===== config.mk =====
export PLATFORM = sky130hd
export DESIGN_NAME = bit_clock_ctrl_flat
export DESIGN_NICKNAME = d
export VERILOG_FILES = /design/src/rtl/bit_clock_ctrl_if.sv /design/src/rtl/bit_clock_ctrl.sv /design/src/flat_wrapper.sv
export SDC_FILE = /design/constraint.sdc
export NUM_CORES = 1
export LEC_CHECK = 0
export CAP_MARGIN = 20
export CORE_ASPECT_RATIO = 1.75
export CORE_MARGIN = 4
export CORE_UTILIZATION = 38
export CTS_BUF_LIST = sky130_fd_sc_hd__clkbuf_2 sky130_fd_sc_hd__clkbuf_4 sky130_fd_sc_hd__clkbuf_8
export DETAILED_ROUTE_END_ITERATION = 16
export PLACE_DENSITY = 0.56
export SETUP_SLACK_MARGIN = 0.15
export SYNTH_ARGS = -nofsm -noshare
export SYNTH_HDL_FRONTEND = slang
export SYNTH_SLANG_ARGS = --single-unit
export TNS_END_PERCENT = 50

===== constraint.sdc =====
create_clock -name clk_300M -period 4.12 [get_ports clk_300M]
set_input_delay 0.618 -clock clk_300M [delete_from_list [all_inputs] [get_ports clk_300M]]
set_output_delay 0.618 -clock clk_300M [all_outputs]
set_load 0.03 [all_outputs]

===== src/rtl/bit_clock_ctrl_if.sv =====
// Bundle of the edge-detector inputs, the operator controls and the
// recovered-clock outputs of the bit clock controller.
interface bit_clock_ctrl_if;
    logic        edge_valid;
    logic [15:0] edge_interval;
    logic        start;
    logic        type_toggle;
    logic [15:0] period;
    logic        period_valid;
    logic        datapath_clr;
    logic        locked;
    logic        type_sel;
    logic [2:0]  state;

    // Stimulus side: edge detector plus operator controls.
    modport master (
        output edge_valid, edge_interval, start, type_toggle,
        input  period, period_valid, datapath_clr, locked, type_sel, state
    );

    // Controller side.
    modport slave (
        input  edge_valid, edge_interval, start, type_toggle,
        output period, period_valid, datapath_clr, locked, type_sel, state
    );
endinterface


===== src/rtl/bit_clock_ctrl.sv =====
// Bit clock recovery controller: acquires the shortest edge interval as the
// bit period, tracks it until enough consistent edges arrive, then holds lock
// while nudging the period by one clock per edge. Repeated short edges or a
// long silence declare loss and restart acquisition automatically.
module bit_clock_ctrl #(
    parameter logic [15:0] MIN_PERIOD = 16'd4,
    parameter int          ACQ_EDGES  = 16,
    parameter int          LOCK_EDGES = 8,
    parameter int          TOL        = 2,
    parameter int          MISS_MAX   = 3,
    parameter logic [15:0] TIMEOUT    = 16'd65535
) (
    input logic              clk_300M,
    input logic              rst_n,
    bit_clock_ctrl_if.slave  bus
);

    typedef enum logic [2:0] {
        ST_IDLE    = 3'd0,
        ST_ACQUIRE = 3'd1,
        ST_TRACK   = 3'd2,
        ST_LOCKED  = 3'd3,
        ST_LOST    = 3'd4
    } state_t;

    localparam logic [15:0] ACQ_N  = ACQ_EDGES[15:0];
    localparam logic [15:0] LOCK_N = LOCK_EDGES[15:0];
    localparam logic [15:0] MISS_N = MISS_MAX[15:0];
    localparam logic [16:0] TOL17  = TOL[16:0];

    state_t      state_q;
    logic [15:0] period_q;
    logic        period_valid_q;
    logic        locked_q;
    logic        datapath_clr_q;
    logic        type_sel_q;
    logic [15:0] min_reg;
    logic [15:0] acq_cnt;
    logic [15:0] good_cnt;
    logic [15:0] miss_cnt;
    logic [15:0] idle_cnt;

    // Lower tolerance bound, clamped at zero.
    function automatic logic [16:0] lo_bound(input logic [15:0] p);
        logic [16:0] t;
        if ({1'b0, p} < TOL17) t = 17'd0;
        else                   t = {1'b0, p} - TOL17;
        return t;
    endfunction

    // Upper tolerance bound, clamped to the 16-bit range.
    function automatic logic [16:0] hi_bound(input logic [15:0] p);
        logic [16:0] t;
        t = {1'b0, p} + TOL17;
        if (t > 17'h0FFFF) t = 17'h0FFFF;
        return t;
    endfunction

    logic        accept;
    logic [16:0] ivl17;
    logic [16:0] lo;
    logic [16:0] hi;
    logic        short_edge;
    logic [15:0] min_next;
    logic [16:0] idle_inc;
    logic        timeout_hit;

    // Glitch-filtered edge, window tests and the silence detector.
    assign accept      = bus.edge_valid && (bus.edge_interval >= MIN_PERIOD);
    assign ivl17       = {1'b0, bus.edge_interval};
    assign lo          = lo_bound(period_q);
    assign hi          = hi_bound(period_q);
    assign short_edge  = accept && (ivl17 < lo);
    assign min_next    = (accept && (bus.edge_interval < min_reg)) ? bus.edge_interval : min_reg;
    assign idle_inc    = {1'b0, idle_cnt} + 17'd1;
    // An edge in the same cycle always resets the silence count instead.
    assign timeout_hit = !bus.edge_valid && (idle_inc >= {1'b0, TIMEOUT});

    // Main state machine with all of its registered outputs and counters.
    always_ff @(posedge clk_300M or negedge rst_n) begin
        if (!rst_n) begin
            state_q        <= ST_IDLE;
            period_q       <= 16'hFFFF;
            period_valid_q <= 1'b0;
            locked_q       <= 1'b0;
            datapath_clr_q <= 1'b0;
            min_reg        <= 16'hFFFF;
            acq_cnt        <= 16'd0;
            good_cnt       <= 16'd0;
            miss_cnt       <= 16'd0;
            idle_cnt       <= 16'd0;
        end else begin
            datapath_clr_q <= 1'b0;
            if (bus.start || (state_q == ST_LOST)) begin
                // Restart acquisition: an explicit start wins over any other
                // event, and LOST falls through here after its single cycle.
                state_q        <= ST_ACQUIRE;
                datapath_clr_q <= 1'b1;
                period_valid_q <= 1'b0;
                locked_q       <= 1'b0;
                min_reg        <= 16'hFFFF;
                acq_cnt        <= 16'd0;
                good_cnt       <= 16'd0;
                miss_cnt       <= 16'd0;
                idle_cnt       <= 16'd0;
            end else if (state_q != ST_IDLE) begin
                if (bus.edge_valid)           idle_cnt <= 16'd0;
                else if (idle_cnt != 16'hFFFF) idle_cnt <= idle_cnt + 16'd1;

                if (timeout_hit) begin
                    state_q        <= ST_LOST;
                    period_valid_q <= 1'b0;
                    locked_q       <= 1'b0;
                end else if (accept) begin
                    case (state_q)
                        ST_ACQUIRE: begin
                            acq_cnt <= acq_cnt + 16'd1;
                            min_reg <= min_next;
                            if ((acq_cnt + 16'd1) == ACQ_N) begin
                                state_q        <= ST_TRACK;
                                period_q       <= min_next;
                                period_valid_q <= 1'b1;
                                good_cnt       <= 16'd0;
                            end
                        end
                        ST_TRACK: begin
                            if (short_edge) begin
                                period_q <= bus.edge_interval;
                                good_cnt <= 16'd0;
                            end else begin
                                good_cnt <= good_cnt + 16'd1;
                                if ((good_cnt + 16'd1) == LOCK_N) begin
                                    state_q  <= ST_LOCKED;
                                    locked_q <= 1'b1;
                                    miss_cnt <= 16'd0;
                                end
                            end
                        end
                        ST_LOCKED: begin
                            if (short_edge) begin
                                miss_cnt <= miss_cnt + 16'd1;
                                if ((miss_cnt + 16'd1) == MISS_N) begin
                                    state_q        <= ST_LOST;
                                    period_valid_q <= 1'b0;
                                    locked_q       <= 1'b0;
                                end
                            end else begin
                                miss_cnt <= 16'd0;
                                // Long intervals are multi-bit runs and leave the period alone.
                                if ((ivl17 <= hi) && (bus.edge_interval != period_q)) begin
                                    if (bus.edge_interval > period_q) period_q <= period_q + 16'd1;
                                    else                              period_q <= period_q - 16'd1;
                                end
                            end
                        end
                        default: ;
                    endcase
                end
            end
        end
    end

    // Output clock type flips on every key press, whatever the state.
    always_ff @(posedge clk_300M or negedge rst_n) begin
        if (!rst_n)               type_sel_q <= 1'b0;
        else if (bus.type_toggle) type_sel_q <= ~type_sel_q;
    end

    assign bus.state        = state_q;
    assign bus.period       = period_q;
    assign bus.period_valid = period_valid_q;
    assign bus.locked       = locked_q;
    assign bus.datapath_clr = datapath_clr_q;
    assign bus.type_sel     = type_sel_q;

endmodule


===== src/flat_wrapper.sv =====
// flat-port wrapper written by rule: the top's interface ports become plain ports
module bit_clock_ctrl_flat 
#(
    parameter logic [15:0] MIN_PERIOD = 16'd4,
    parameter int          ACQ_EDGES  = 16,
    parameter int          LOCK_EDGES = 8,
    parameter int          TOL        = 2,
    parameter int          MISS_MAX   = 3,
    parameter logic [15:0] TIMEOUT    = 16'd65535
)
  (clk_300M, rst_n, bus_edge_valid, bus_edge_interval, bus_start, bus_type_toggle, bus_period, bus_period_valid, bus_datapath_clr, bus_locked, bus_type_sel, bus_state);
  bit_clock_ctrl_if bus_i ();
  input logic clk_300M;
  input logic rst_n;
  input wire logic [$bits(bus_i.edge_valid)-1:0] bus_edge_valid;
  input wire logic [$bits(bus_i.edge_interval)-1:0] bus_edge_interval;
  input wire logic [$bits(bus_i.start)-1:0] bus_start;
  input wire logic [$bits(bus_i.type_toggle)-1:0] bus_type_toggle;
  output wire logic [$bits(bus_i.period)-1:0] bus_period;
  output wire logic [$bits(bus_i.period_valid)-1:0] bus_period_valid;
  output wire logic [$bits(bus_i.datapath_clr)-1:0] bus_datapath_clr;
  output wire logic [$bits(bus_i.locked)-1:0] bus_locked;
  output wire logic [$bits(bus_i.type_sel)-1:0] bus_type_sel;
  output wire logic [$bits(bus_i.state)-1:0] bus_state;
  assign bus_i.edge_valid = bus_edge_valid;
  assign bus_i.edge_interval = bus_edge_interval;
  assign bus_i.start = bus_start;
  assign bus_i.type_toggle = bus_type_toggle;
  assign bus_period = bus_i.period;
  assign bus_period_valid = bus_i.period_valid;
  assign bus_datapath_clr = bus_i.datapath_clr;
  assign bus_locked = bus_i.locked;
  assign bus_type_sel = bus_i.type_sel;
  assign bus_state = bus_i.state;
  bit_clock_ctrl #(.MIN_PERIOD(MIN_PERIOD), .ACQ_EDGES(ACQ_EDGES), .LOCK_EDGES(LOCK_EDGES), .TOL(TOL), .MISS_MAX(MISS_MAX), .TIMEOUT(TIMEOUT)) u_core (.clk_300M(clk_300M), .rst_n(rst_n), .bus(bus_i));
endmodule

==> run_results.csv, run 1 <==
group,metric,value,unit
die,start_util,0.386,
die,dieArea,0.0264,mm²
synthesis,yosysMostFrequentCell,"o21ai_0",
critical_path,cp_data_required_time,4430,ps
critical_path,cp_slowest_cell,"dfstp_2",
placement,dp_cells,1584,
global_route,grt_overflow,0,
critical_path,path_buf_inv,5,
critical_path,arrival,4690,ps
outcome,outcome,"finished with violations",
final_layout,antenna_cells,0,
critical_path,endpoint_kind,"register",
synthesis,synth-edff-count,0,
synthesis,synthTopCellsByCount,"o21ai_0, nor2_1, nand2_1",
clock_tree,cts_root_buf,"clkbuf_8",
synthesis,synth_xor_area_frac,0.0398,
final_layout,synthToLayoutAreaGrowth,33.5,%
final_layout,instances_no_fill,1623,
synthesis,synth_nets,1228,
power_and_ir_drop,vdd_ir_drop_max,0.000268,V
die,die_h,212,µm
clock_tree,insertion_delay,390,ps
global_route,track_usage,0.228,
synthesis,netlist_area,0.00903,mm²
critical_path,path_cells,"nand2_2, nor2_4, nand2_2, or3_4, nor2_4, xnor2_2, nor4b_2, buf_4, o21a_1, buf_6, buf_6, nor2_1, ha_1, o21a_1, o21ai_2, a21oi_2, or3_4, a211oi_4, a211oi_4, buf_12, buf_8, a21o_1, a32o_1",
timing,worst_pin_slew,1050,ps
die,core-area,0.0234,mm²
synthesis,synth_compound_area_frac,0.247,
die,fp-row-count,74,
detailed_routing,dr.first_iter.drc_count,465,
global_route,grt_pass1_wl,48400,µm
die,die_x,125,µm
timing,finalCritPeriodShare,1.06,
detailed_routing,firstDrtPassIters,5,
global_route,grt_pass1_vias,9441,
timing,fin_crit,4380,ps
placement,dp_hpwl,23600,µm
critical_path,max_stage_delay,600,ps
synthesis,postSynthAreaPerCell,8.06,µm²
critical_path,crit_type,"reg2reg",
die,io_pins,44,
timing,rsz0062_at_grt,"true",
detailed_routing,wire_per_inst,18.9,µm
detailed_routing,vias,9439,
outcome,violations,"setup timing",
synthesis,synth_top_family_by_area,"simple AND/OR/NAND/NOR gates",
synthesis,ys_seq_area_frac,0.290,
final_layout,layout-drive-gt1-share,0.274,
clock_tree,clkTransAtPathRegs,100,ps
synthesis,synthArstFlopShare,1.00,
critical_path,worstSetupStartpointType,"register",
run,drv_cap,0,
final_layout,nets,1421,
synthesis,yosys.area_share.adder,0.120,
synthesis,synth_warnings,0,
timing,setup_viol,15,
clock_tree,clockBufferDepth,2,
synthesis,synthSimpleGateAreaFrac,0.251,
synthesis,ys.flop_type,"dfrtp_1",
synthesis,synth_area_leader_cell,"dfrtp_1",
clock_tree,cts_sinks,103,
timing,finalHoldViolCount,0,
synthesis,synthCells,1121,
clock_tree,tritoncts,"built",
synthesis,synth_seq_cells,103,
detailed_routing,route.detailed.drc,0,
synthesis,synth_area_leaders,"dfrtp_1, ha_1, dfstp_2",
timing,relSlewSlack,0.301,
power_and_ir_drop,p_per_area,604,mW/mm²
detailed_routing,totalWireLength,30600,µm
placement,globalplace.congestion,0.884,
detailed_routing,antenna_left,0,
timing,fmax,228,MHz
final_layout,fillers,2241,
clock_tree,cts_buffers,9,
global_route,grt_max_degree,57,
clock_tree,h-tree-depth,3,
placement,placement.io_buffers,43,
synthesis,ys_types,80,
timing,maxSlewViolCount,0,
timing,finalWorstSetupSlack,-260,ps
final_layout,final_util,0.515,
worst_hold_path,hold_class,"in2async",
synthesis,synth.area.mux_share,0.0105,
critical_path,path_delay_family,"simple AND/OR/NAND/NOR gates",
detailed_routing,avgViaCountPerCell,5.82,
critical_path,critical_path_peak_fanout,6,
global_route,antenna_found_initial,0,
power_and_ir_drop,power,7290,µW
power_and_ir_drop,p_leak,0.00497,µW
timing,finalClockSkew,16.8,ps
synthesis,netlist.area_leader.share,0.197,
cell type report:
class / count / area (µm²) / area share
Clock buffer: 10 / 131 / 0.0109
Clock inverter: 6 / 85.1 / 0.00706
Timing Repair Buffer: 227 / 1940 / 0.161
Tap cell: 304 / 380 / 0.0315
Inverter: 51 / 200 / 0.0166
Multi-Input combinational cell: 922 / 6700 / 0.556
Sequential cell: 103 / 2620 / 0.217
per-stage QoR:
step / TNS [ps] / setup slack [ps] / area [µm²] / hold WS, ps
after detailed placement: -5980 / -624 / 11000 / 455
after global routing: -6130 / -476 / 12100 / 372
after CTS: -2690 / -266 / 11600 / 336
final: -2650 / -260 / 12100 / 308
after global placement: -5560 / -587 / 11000 / 459
after floorplan: 0 / 59.5 / 9160 / 322
layer usage:
| layer | up-vias | wire length [µm] | track usage |
|---|---|---|---|
| li1 | 4568 | - | - |
| met1 | 4579 | 10700 | 0.220 |
| met2 | 205 | 17300 | 0.462 |
| met3 | 87 | 724 | 0.0210 |
| met4 | 0 | 1780 | 0.131 |
| met5 | - | 0 | 0 |
what timing repair did:
action | 4_1_cts | 5_1_grt
pin swaps | 28 | 27
hold buffers | 0 | 0
resized for setup | 67 | 83
endpoints found under the setup margin | 31 | 51
setup buffers | 18 | 5
final timing paths:
path	from	endpoint	slack (ps)	depth (start not counted)
setup / recovery	u_core.bus.period[1]	u_core.bus.period[15]	-260	23
hold / removal	rst_n	u_core.miss_cnt[2]	310	1
setup reg to reg	u_core.bus.period[1]	u_core.bus.period[15]	-260	23
hold reg to reg	u_core.bus.type_sel	u_core.bus.type_sel	480	1
max in group asynchronous	rst_n	u_core.min_reg[13]	2910	2
min in group clk_300M	u_core.bus.type_sel	u_core.bus.type_sel	480	1
power breakdown:
part           total [µW]  switching, µW  internal [µW]
combinational        5140           2730           2410
sequential           1420            176           1250
clock                 721            373            347
total                7290           3280           4000
kinds of logic after synthesis:
kind of cell,count (synthesis)
adders and majority gates,86
and+or+nand+nor,440
AOI/OAI and AO/OA,346
muxes,9
buffers and inverters,96
DFF,103
xor gates and xnor gates,41
cells in the final DEF (no fill, tap or decap), drive strengths merged, types with 12 or more instances in the layout:
cell type and instances:
a211oi 13, a21oi 58, a31oi 12, and3 22
buf 185, clkdlybuf4s50 42, dfrtp 71, dfstp 32
ha 85, inv 49, nand2 97, nand2b 17
nand3 46, nand4 30, nor2 98, nor2b 12
nor3 37, nor4 22, o21ai 132, o22a 16
o22ai 14, o31ai 26, or3 12, xnor2 25
xor2 16
worst reg2reg max path, stage by stage (launching register included):
cell	delay, ps
dfstp_2	600
nand2_2	90
nor2_4	120
nand2_2	70
or3_4	360
nor2_4	150
xnor2_2	80
nor4b_2	210
buf_4	140
o21a_1	150
buf_6	170
buf_6	120
nor2_1	40
ha_1	290
o21a_1	120
o21ai_2	120
a21oi_2	80
or3_4	410
a211oi_4	250
a211oi_4	90
buf_12	170
buf_8	120
a21o_1	140
a32o_1	210
No activity file was read; power rests on OpenSTA's default activity.
==> run 2, diff against run 1 <==
ABC_AREA = 1   (was not set)
CORE_MARGIN = 2   (was 4)
PLACE_DENSITY = 0.55   (was 0.56)
==> run_results.csv, run 2 <==
group,metric,value,unit
outcome,outcome,"finished clean",
global_route,use_met2,0.461,
global_route,grt_max_degree,81,
critical_path,cp_slowest_cell,"dfstp_2",
critical_path,worstSetupStartpointType,"register",
timing,rsz0062_at_grt,"true",
synthesis,ys_types,43,
detailed_routing,wire_per_inst,16.1,µm
final_layout,mostFrequentLayoutCells,"nand2_1, inv_1, nor2_1, nand3_1, buf_4",
detailed_routing,antenna_left,0,
timing,finalHoldViolCount,0,
die,fp-row-count,75,
timing,tns,0,ps
power_and_ir_drop,vdd_ir_drop_max,0.000307,V
global_route,grt.busiest_layer,"met2",
global_route,grt_pass1_wl,48400,µm
timing,relSlewSlack,0.486,
timing,setup_viol,0,
die,dieArea,0.0256,mm²
global_route,antenna_found_initial,0,
clock_tree,cts_buffers,9,
clock_tree,cts_root_buf,"clkbuf_8",
clock_tree,holdBufCountCts,0,
detailed_routing,route.detailed.drc,0,
timing,worst_pin_slew,769,ps
detailed_routing,vias,9784,
critical_path,max_stage_delay,580,ps
synthesis,synth-edff-count,0,
global_route,grt_pass1_vias,10000,
power_and_ir_drop,power_frac_comb,0.681,
detailed_routing,totalWireLength,30000,µm
timing,fmax,250,MHz
global_route,grt_overflow,0,
power_and_ir_drop,switchingPower,3420,µW
placement,dp_cells,1813,
clock_tree,tritoncts,"built",
global_route,met3_usage,0.0360,
die,core-area,0.0239,mm²
final_layout,nets,1651,
synthesis,netlist.area_leader.share,0.192,
final_layout,multi_input_area,0.00615,mm²
run,drv_cap,0,
placement,place_area,0.0106,mm²
synthesis,synth_warnings,0,
final_layout,antenna_cells,0,
detailed_routing,dr.first_iter.drc_count,516,
placement,dp_hpwl,23200,µm
final_layout,design_area,0.0113,mm²
critical_path,endpoint_kind,"register",
final_layout,fillers,2527,
placement,placement.io_buffers,43,
critical_path,critical_path_peak_fanout,8,
final_layout,layout-drive-gt1-share,0.147,
final_layout,instances_no_fill,1857,
placement,place_ws,-273,ps
synthesis,synthTopCellsByCount,"nand2_1, inv_1, nor2_1",
die,die_x,122,µm
synthesis,synth_area_leaders,"dfrtp_1, nand2_1, ha_1",
timing,hold_ws,67.4,ps
worst_hold_path,hold_class,"in2async",
final_layout,synthToLayoutAreaGrowth,22.7,%
synthesis,synthArstFlopShare,1.00,
detailed_routing,firstDrtPassIters,5,
critical_path,worst_path_most_repeated_cell,"a21oi_2",
power_and_ir_drop,p_int,3460,µW
clock_tree,h-tree-depth,3,
timing,finalCritPeriodShare,0.970,
synthesis,yosysMostFrequentCell,"nand2_1",
synthesis,netlist_area,0.00923,mm²
timing,finalWorstSetupSlack,125,ps
synthesis,synth_area_leader_cell,"dfrtp_1",
final_layout,regArea,0.00262,mm²
global_route,track_usage,0.240,
power_and_ir_drop,p_per_area,607,mW/mm²
power_and_ir_drop,power_frac_seq,0.221,
timing,maxSlewViolCount,0,
clock_tree,clkTransAtPathRegs,100,ps
synthesis,postSynthAreaPerCell,6.56,µm²
die,die_h,210,µm
critical_path,crit_type,"reg2reg",
global_route,grtUsageMet1,0.235,
synthesis,synth_nets,1514,
die,start_util,0.386,
synthesis,synthCells,1407,
placement,globalplace.congestion,0.956,
power_and_ir_drop,p_clk_frac,0.098,
power_and_ir_drop,p_sw_frac,0.498,
final_layout,final_common_cell,"nand2_1",
power_and_ir_drop,p_leak,0.00542,µW
critical_path,arrival,4340,ps
detailed_routing,avgViaCountPerCell,5.27,
timing,finalClockSkew,9.05,ps
clock_tree,insertion_delay,400,ps
synthesis,synth_seq_cells,103,
clock_tree,clockBufferDepth,2,
synthesis,ys_seq_area_frac,0.284,
clock_tree,cts_sinks,103,
timing,fin_crit,3990,ps
critical_path,cp_data_required_time,4470,ps
synthesis,ys.flop_type,"dfrtp_1",
die,io_pins,44,
-- run 2: timing repair --
item,4_1_cts,5_1_grt
buffers inserted,11,14
cloned,2,0
endpoints found under the setup margin,16,53
pin swaps,16,26
gates resized for setup,25,47
-- run 2: area by class of cell --
cell class,instances,share of cell area
Tap cell,308,0.0340
Clock inverter,4,0.00409
Inverter,170,0.0567
Sequential cell,103,0.231
Clock buffer,12,0.0129
Timing Repair Buffer,151,0.118
Multi-Input combinational cell,1109,0.543
-- run 2: power groups by stage --
| stage | clock network, µW | logic, µW | registers (µW) |
|---|---|---|---|
| after floorplan | 0 | 2540 | 1740 |
| after global placement | 0 | 4290 | 1530 |
| after detailed placement | 0 | 4320 | 1540 |
| after CTS | 705 | 4480 | 1520 |
| after global routing | 736 | 5220 | 1550 |
| final | 675 | 4690 | 1520 |
-- run 2: worst max-delay path, delay by kind of cell, from the launching register on --
kind	cells	cell delay (ps)
AO/OA/AOI/OAI	6	720
buffers and inverters	7	990
adder cells (fa/ha/maj)	1	230
XOR/XNOR	1	250
AND/OR/NAND/NOR	10	1170
flip-flops	1	580
-- run 2: layer usage --
layer / part of all wire / up-vias / wire (µm)
met5: 0 / - / 0
met4: 0.061 / 0 / 1830
li1: - / 4930 / -
met1: 0.37 / 4541 / 11000
met2: 0.54 / 212 / 16200
met3: 0.029 / 101 / 882
-- run 2: through the flow --
step	power (µW)	utilization
finish	6880	0.473
CTS	6710	0.458
global placement	5830	0.442
detailed placement	5860	0.442
floorplan	4280	-
global route	7510	0.473
-- run 2: final timing paths --
| check | startpoint | to | slack (ps) | cells after the start |
|---|---|---|---|---|
| max reg2reg | u_core.bus.period[2] | u_core.bus.period[1] | 130 | 25 |
| min | rst_n | u_core.idle_cnt[4] | 70 | 1 |
| max | u_core.bus.period[2] | u_core.bus.period[1] | 130 | 25 |
| min in group clk_300M | u_core.bus.type_sel | u_core.bus.type_sel | 480 | 1 |
| min reg2reg | u_core.bus.type_sel | u_core.bus.type_sel | 480 | 1 |
| max in group asynchronous | rst_n | u_core.bus.period[9] | 3180 | 3 |
-- run 2: cells by family (layout without fill, tap and decap cells) --
logic type | after synthesis | count (layout) | share of synthesized area
AOI/OAI and AO/OA | 218 | 218 | 0.133
DFF | 103 | 103 | 0.284
adders and majority gates | 86 | 86 | 0.117
xor gates and xnor gates | 30 | 30 | 0.0285
and+or+nand+nor | 773 | 775 | 0.354
buffers and inverters | 197 | 337 | 0.0835
